<file path="config.mk">
export PLATFORM = sky130hd
export DESIGN_NAME = ssd_scan_mux
export DESIGN_NICKNAME = d
export VERILOG_FILES = /design/src/rtl/ssd_scan_mux_pkg.sv /design/src/rtl/ssd_scan_mux_hex_to_ssd.sv /design/src/rtl/ssd_scan_mux.sv
export SDC_FILE = /design/constraint.sdc
export NUM_CORES = 1
export LEC_CHECK = 0
export BUFFER_PORTS_ARGS = -buffer_cell sky130_fd_sc_hd__buf_2
export CAP_MARGIN = 30
export CELL_PAD_IN_SITES_DETAIL_PLACEMENT = 1
export CELL_PAD_IN_SITES_GLOBAL_PLACEMENT = 1
export CORE_ASPECT_RATIO = 1.2
export CORE_MARGIN = 2
export CORE_UTILIZATION = 30
export DETAILED_ROUTE_END_ITERATION = 16
export PLACE_DENSITY = 0.54
export SYNTH_ARGS = -nofsm -noshare
export SYNTH_HDL_FRONTEND = slang
export SYNTH_HIERARCHICAL = 1
export SYNTH_SLANG_ARGS = --single-unit
</file>
<file path="constraint.sdc">
create_clock -name ssd_scan_clk -period 4 [get_ports ssd_scan_clk]
set_input_delay 0.8 -clock ssd_scan_clk [delete_from_list [all_inputs] [get_ports ssd_scan_clk]]
set_output_delay 0.8 -clock ssd_scan_clk [all_outputs]
set_load 0.01 [all_outputs]
</file>
<file path="src/rtl/ssd_scan_mux_pkg.sv">
// Shared constants and types for the seven-segment scan driver.
// Segment patterns are active-low {g,f,e,d,c,b,a}.
package ssd_scan_mux_pkg;

  localparam logic [6:0] SSD_BLANK  = 7'h7F;
  localparam logic [7:0] SSD_AN_OFF = 8'hFF;
  localparam logic       SSD_DP_OFF = 1'b1;

  // Entry [n] is the pattern for hex digit n.
  localparam logic [15:0][6:0] SSD_DECODE = {
    7'h0E, 7'h06, 7'h21, 7'h46, 7'h03, 7'h08, 7'h10, 7'h00,
    7'h78, 7'h02, 7'h12, 7'h19, 7'h30, 7'h24, 7'h79, 7'h40
  };

  typedef struct packed {
    logic [7:0] an;
    logic [6:0] seg;
    logic       dp;
  } ssd_drive_t;

  localparam ssd_drive_t SSD_DRIVE_OFF = '{an: SSD_AN_OFF, seg: SSD_BLANK, dp: SSD_DP_OFF};

endpackage

</file>
<file path="src/rtl/ssd_scan_mux_hex_to_ssd.sv">
// Combinational hex nibble to active-low seven-segment pattern.
module hex_to_ssd
  import ssd_scan_mux_pkg::*;
(
  input  logic [3:0] nibble_i,
  output logic [6:0] seg_o
);

  always_comb begin
    seg_o = SSD_DECODE[nibble_i];
  end

endmodule

</file>
<file path="src/rtl/ssd_scan_mux.sv">
// Time-multiplexed seven-segment driver with a frame-synchronous shadow register
// so a new value never appears partway through a scan.
module ssd_scan_mux
  import ssd_scan_mux_pkg::*;
#(
  parameter int unsigned DIGITS      = 8,
  parameter int unsigned REFRESH_DIV = 100_000,
  parameter int unsigned BLANK_LZ    = 1
) (
  input  logic                ssd_scan_clk,
  input  logic                ssd_scan_rst,
  input  logic [4*DIGITS-1:0] ssd_scan_value,
  input  logic                ssd_scan_load,
  input  logic                ssd_scan_en,
  input  logic [DIGITS-1:0]   ssd_scan_dp_mask,
  output logic [6:0]          ssd_scan_seg,
  output logic                ssd_scan_dp,
  output logic [7:0]          ssd_scan_an,
  output logic                ssd_scan_frame
);

  localparam int unsigned VW   = 4 * DIGITS;
  localparam int unsigned CntW = $clog2(REFRESH_DIV);
  localparam int unsigned IdxW = (DIGITS > 1) ? $clog2(DIGITS) : 1;

  localparam logic [CntW-1:0] CntLast = CntW'(REFRESH_DIV - 1);
  localparam logic [IdxW-1:0] IdxLast = IdxW'(DIGITS - 1);

  logic [CntW-1:0]   cnt_q, cnt_d;
  logic [IdxW-1:0]   idx_q, idx_d;
  logic [VW-1:0]     shadow_q, shadow_d;
  logic [VW-1:0]     disp_q, disp_d;
  logic [DIGITS-1:0] shadow_dp_q, shadow_dp_d;
  logic [DIGITS-1:0] disp_dp_q, disp_dp_d;
  ssd_drive_t        out_q, out_d;

  logic              slot_end;
  logic              frame_end;
  logic [DIGITS-1:0] keep;
  logic              nz_seen;
  logic [3:0]        cur_nib;
  logic              cur_dp;
  logic              blank;
  logic [6:0]        dec_seg;

  assign slot_end  = (cnt_q == CntLast);
  assign frame_end = slot_end && (idx_q == IdxLast);

  always_comb begin
    cnt_d = slot_end ? '0 : cnt_q + 1'b1;
    idx_d = idx_q;
    if (slot_end) begin
      idx_d = (idx_q == IdxLast) ? '0 : idx_q + 1'b1;
    end
  end

  // Display takes shadow_d rather than shadow_q so a load on the frame-end
  // cycle is shown in the very next frame.
  always_comb begin
    shadow_d    = ssd_scan_load ? ssd_scan_value : shadow_q;
    shadow_dp_d = ssd_scan_load ? ssd_scan_dp_mask : shadow_dp_q;
    disp_d      = frame_end ? shadow_d : disp_q;
    disp_dp_d   = frame_end ? shadow_dp_d : disp_dp_q;
  end

  // keep[i] is set when any nibble from i up to the top is non-zero.
  always_comb begin
    keep    = '0;
    nz_seen = 1'b0;
    cur_nib = '0;
    cur_dp  = 1'b0;
    for (int i = int'(DIGITS) - 1; i >= 0; i--) begin
      nz_seen = nz_seen | (disp_q[4*i +: 4] != 4'h0);
      keep[i] = nz_seen;
    end
    for (int i = 0; i < int'(DIGITS); i++) begin
      if (idx_q == IdxW'(i)) begin
        cur_nib = disp_q[4*i +: 4];
        cur_dp  = disp_dp_q[i];
      end
    end
    blank = (BLANK_LZ != 0) && (idx_q != '0) && !keep[idx_q];
  end

  hex_to_ssd u_hex_to_ssd (
    .nibble_i (cur_nib),
    .seg_o    (dec_seg)
  );

  // Blanked digits keep their anode so every slot has the same duty cycle.
  always_comb begin
    out_d     = SSD_DRIVE_OFF;
    out_d.seg = blank ? SSD_BLANK : dec_seg;
    out_d.dp  = ~cur_dp;
    if (ssd_scan_en) begin
      out_d.an[idx_q] = 1'b0;
    end
  end

  always_ff @(posedge ssd_scan_clk or negedge ssd_scan_rst) begin
    if (!ssd_scan_rst) begin
      cnt_q       <= '0;
      idx_q       <= '0;
      shadow_q    <= '0;
      disp_q      <= '0;
      shadow_dp_q <= '0;
      disp_dp_q   <= '0;
      out_q       <= SSD_DRIVE_OFF;
    end else begin
      cnt_q       <= cnt_d;
      idx_q       <= idx_d;
      shadow_q    <= shadow_d;
      disp_q      <= disp_d;
      shadow_dp_q <= shadow_dp_d;
      disp_dp_q   <= disp_dp_d;
      out_q       <= out_d;
    end
  end

  assign ssd_scan_an    = out_q.an;
  assign ssd_scan_seg   = out_q.seg;
  assign ssd_scan_dp    = out_q.dp;
  assign ssd_scan_frame = frame_end;

endmodule

</file>
# Yosys cells after proc, flatten, opt, wreduce, memory -nomap -nowiden
# Memory sizes are Yosys's and may differ from the RTL's.
# Cells that the tools add are included.
# Widths: inputs -> output; s select.
[word_totals]
reg_bits = 116
mem_bits_ro = 112
input_bits = 44
mem_count = 1
[mem_list]
columns = ["memory", "depth", "word_bits", "rd", "rd_ports_with_merged_regs", "write_ports", "line_no", "source"]
rows = [
  ["(no name shown)", 16, 7, 1, 0, 0, "ssd_scan_mux_hex_to_ssd.sv:10", "seg_o = SSD_DECODE[nibble_i];"],
]
[classes]
eq_ne = 8
magnitude_cmp = 3
addsub = 2
reduce_logical = 14
muxes = 27
bitwise = 9
[op_table]
columns = ["cell", "count"]
rows = [
  ["$mux 32", 1],
  ["$mux 4", 8],
  ["$reduce_bool 4->1", 8],
  ["$add 17x1->17 const B", 1],
  ["$eq 17x17->1 const B", 1],
  ["$mux 17", 1],
  ["$mux 8", 2],
  ["$mux 7", 2],
  ["$eq 3x3->1 const B", 4],
  ["$mux 1", 10],
  ["$not 8->8", 1],
  ["$or 1x1->1", 7],
  ["$eq 3x2->1 const B", 2],
  ["$lt 4x5->1 const B", 1],
  ["$lt 3x4->1 const B", 1],
  ["$add 3x1->3 const B", 1],
  ["$bmux 1 s3", 1],
  ["$demux 1 s3", 1],
  ["$eq 3x1->1 const B", 1],
  ["$ge 3x1->1 const B", 1],
  ["$logic_and 1x1->1", 3],
  ["$logic_not 3->1", 1],
  ["$mux 3", 1],
  ["$reduce_bool 3->1", 1],
  ["other kinds (2)", 2],
]

# Logic depth before layout (Yosys ltp)
[logic_depth]
word_depth = 13
depth_mapped = 15
depth_no_buf = 12

# Cells and area by module
# The synthesis kept the hierarchy.
[by_module_without_submodules]
columns = ["module", "instances", "cells_each", "area_each_um2", "seq_area_each_um2"]
rows = [
  ["ssd_scan_mux", 1, 402, 5250.0, 2922.8],
  ["hex_to_ssd", 1, 32, 275.3, 0.0],
]

# Least setup slack after synthesis
# No wires, ideal clock.
[synth_path]
path_type = "reg-to-reg"
start = "reg idx_q[2]"
end = "reg out_q, in the netlist ssd_scan_seg[3]"
slack_ns = 0.742
n_path_buf = 2
path_stages_with_launch = 14
t_arrival_ns = 3.175
required_ns = 3.916
setup_time_ns = 0.084
cell_sequence = "dfrtp_1 > clkbuf_1 > inv_1 > clkbuf_1 > ha_1 > or2_2 > a221oi_1 > o22ai_1 > a21oi_1 > inv_1 > ha_1 > inv_1 > mux4_1 > o21bai_1"
[synth_rtl]
columns = ["item", "line_no", "source"]
rows = [
  ["start, declared", "ssd_scan_mux.sv:30", "logic [IdxW-1:0] idx_q, idx_d;"],
  ["start signal, assigned", "ssd_scan_mux.sv:111", "idx_q <= idx_d;"],
  ["end signal, assigned", "ssd_scan_mux.sv:116", "out_q <= out_d;"],
  ["end, declared", "ssd_scan_mux.sv:35", "ssd_drive_t out_q, out_d;"],
]

==> summary.md <==
| Metric | Value |
|---|---|
| Period utilisation layout | 89.5% |
| Post-synthesis adder-cell area fraction | under 10% |
| Fillcell total | just under 2,000 |
| Slew Limit Fails | 0 |
| Routed Antenna Nets | 0 |
| Crit path max-delay cell type | dfrtp_1 |
| DP Wirelength | around 8900 um |
| CTS Hold Bufs | 0 |
| Worst-skew pair later-pin latency | 0.41 ns |
| FF-to-FF Start | idx_q[0]$_DFFE_PN0N_ |
| Chip Width | around 130 um |
| Final setup viols | 0 |
| 1st-iter DRT viols | 142 |
| Post-synthesis compound-gate area fraction | 7.40% |
| Max VDD drop | between 0.2 and 0.25 mV |
| CP cell instances | ha_1 -> ha_1 -> or2_2 -> a221oi_1 -> o22ai_1 -> a21oi_1 -> inv_1 -> ha_1 -> inv_1 -> mux4_1 -> o21bai_1 |
| Crit. End Element | flip-flop |
| Max-cap violations | 0 |
| Min cycle time layout | around 3.6 ns |
| Avg Inst Size Synth | around 13 um2 |
| Syn Nets | between 400 and 500 |
| Wirelength per Cell | 17.2 um |
| Largest family of logic cells by synthesized area | multiplexers |
| Worst-path fanout max | 13 |
| WP data required | ~4.3 ns |
| Largest net degree at the start of global routing | 63 |
| CP max stage delay | 0.51 ns |
| Top cell type by total area after synthesis | dfrtp_1 |
| TNS Setup | 0 ns |
| Synth Area in Simple Gates | between 10 and 15% |
| Vias/cell | approximately 4.8 |
| CP Launch Type | flip-flop |
| Synthesized area | between 0.005 and 0.006 mm2 |
| H-tree depth | 4 |
| Hold Path Class | primary input to asynchronous set/reset pin |
| Total CTS buffers | 17 |
| Area Growth Syn to Fin | 19.7% |
| Post-synthesis mux area share | roughly a fifth |
| GP Congestion | 0.848 |
| Ys flop type | dfrtp_1 |
| Total number of vias | between 3,000 and 4,000 |
| Final worst slack | between 0.4 and 0.5 ns |
| Post-Route WL | around 13,000 um |
| Async SR Flop Fraction | between 90% and 100% |
| WS Path Type | flip-flop to flip-flop |
| Crit path launch | idx_q[0]$_DFFE_PN0N_ |
| Initial antenna violation count | 0 |
| Xor-xnor portion of the synthesized cell area | ~1.9% |
| Max Clock Freq | 279 MHz |
| Number of synthesized register bits | 116 |
| Cells after synthesis | approximately 430 |
| I/O pins | 61 |
| Post-synth EDFFs | 0 |
| N_diodes | 0 |
| Share of layout cells above drive strength 1 | around two fifths |
| Die area | between 0.015 and 0.02 mm2 |
| Worst-Margin Slew | 0.738 ns |
| Max Root-Sink Buffers | 2 |
| Total global routing overflow | 0 |
| Layout Nets | between 500 and 600 |
| First-pass GRT wire length | between 20,000 and 25,000 um |
| # clock sinks | between 100 and 150 |
| Unrepaired setup endpoints after global routing | false |
| Final hold viol count | 0 |
| Most common cell in the netlist | dfrtp_1 |
| CTS tree | done |
| Final total power | between 2 and 3 mW |
| Pre-CTS WS | 0.320 ns |
| Root Buffer | clkbuf_16 |
| 1st-pass router iterations | 4 |
| DRC viols | 0 |
| Commonest cells post-synth | 100 x dfrtp_1, 42 x mux2_2, 35 x mux2_4, 20 x nand2_1, 19 x a21oi_1 |
| Reg2reg setup slack | ~0.42 ns |
| Proportion of synthesized chip area in sequential cells | between 50% and 60% |
| Initial Util | between 30% and 40% |
| Top cell type's share of synthesized area | a little under half |
| Status | complete, no violations |
| Synth top area cells | dfrtp_1 45%, mux2_4 9.5%, mux2_2 8.6% |
| Worst-path clk slew | about 0.060 ns |
| Core ar. | about 0.018 mm2 |
| Lkg Pwr | 3.05 nW |
| Most Frequent Cell on Critical Path | ha_1 |
| PwrDens | roughly 440 mW/mm2 |
| Final Core Density | ~37% |
| Arrival @ worst endpoint | between 3 and 4 ns |
| Rows | between 50 and 60 |
| Port bufs | 60 |
| Vias in the first global route | approximately 4,000 |
| Synth Warn # | 6 |
| Worst slew margin | between 50% and 60% |
| Clock skew | ~0.0074 ns |
| Netlist cell types | 58 |
| Global Route Usage Sum | 13.9% |
| Die height | between 150 and 200 um |
## timing repair
item / 4_1_cts / 5_1_grt
setup endpoints to repair: 0 / 1
resized for setup: 0 / 1
setup buffers: 0 / 0
## through the flow
step                hold slack, ns  instance area, um2  cells
floorplan                    0.399                5530    434
global placement             0.483                6030    700
detailed placement           0.478                6030    700
CTS                          0.458                6590    732
global route                 0.490                6610    733
finish                       0.449                6610    733
## path summary, 6_finish.rpt
check,end,cells after the start
hold reg to reg,ssd_scan_dp$_DFF_PN1_,1
max in group asynchronous,ssd_scan_an[6]$_DFF_PN1_,2
setup reg to reg,ssd_scan_seg[3]$_DFF_PN1_,11
setup / recovery,ssd_scan_seg[3]$_DFF_PN1_,11
hold / removal,shadow_q[15]$_DFF_PN0_,1
min in group ssd_scan_clk,ssd_scan_dp$_DFF_PN1_,1
## where the power goes
part	internal, mW	switching, mW
clock	0.932	0.507
sequential	1.25	0.0310
combinational	0.111	0.103
total	2.29	0.641
## final cells by class
cell class,count,area (um2),share of cell area [%]
well taps,224,280,4.24
multi-input cells,278,2410,36.4
inverters,17,63.8,0.965
repair buffers,66,373,5.64
clock inverters,5,50.0,0.757
flip-flops and latches,116,2920,44.2
clock buffers,27,513,7.76
## kinds of logic after synthesis
group | Yosys count
XOR/XNOR | 12
buffers and inverters | 40
AND/OR/NAND/NOR | 105
adder cells (fa/ha/maj) | 14
flip-flops | 116
AO/OA/AOI/OAI | 62
multiplexers | 85
## per-layer routing
| metal | up-vias | global-route usage (%) | routed length (um) |
|---|---|---|---|
| li1 | 1679 | - | - |
| met1 | 1795 | 16.7 | 5450 |
| met2 | 55 | 23.5 | 6450 |
| met3 | 17 | 3.90 | 433 |
| met4 | 0 | 5.23 | 268 |
| met5 | - | 0 | 0 |
## worst max-delay path, delay by kind of cell, from the launching register on
kind | cells | cell delay (ns)
AO/OA/AOI/OAI | 4 | 1.04
multiplexers | 1 | 0.47
adder cells (fa/ha/maj) | 3 | 0.88
flip-flops | 1 | 0.51
buffers and inverters | 2 | 0.24
AND/OR/NAND/NOR | 1 | 0.35
## sequential cells by signal, indices dropped and copies added (netlist names)
| signal | flops |
|---|---|
| idx_q | 3 |
| disp_q | 32 |
| shadow_q | 32 |
| cnt_q | 17 |
| shadow_dp_q | 8 |
| ssd_scan_seg | 7 |
| ssd_scan_dp | 1 |
| ssd_scan_an | 8 |
| disp_dp_q | 8 |
## placed cells by master, fill, tap and decap left out, drive strengths merged, types with 7 or more instances in the layout
master  synthesis  layout
a21oi          19      19
buf            10      66
clkbuf         13      27
dfrtp         100     100
dfstp          16      16
ha             14      14
inv            16      16
mux2           78      78
nand2          20      20
nand3          11      11
nand4           7       7
nor2           16      16
nor3            9       9
nor4            8       8
o21bai          7       7
o22ai           8       8
xnor2           8       8
No activity file was read; power rests on OpenSTA's default activity.
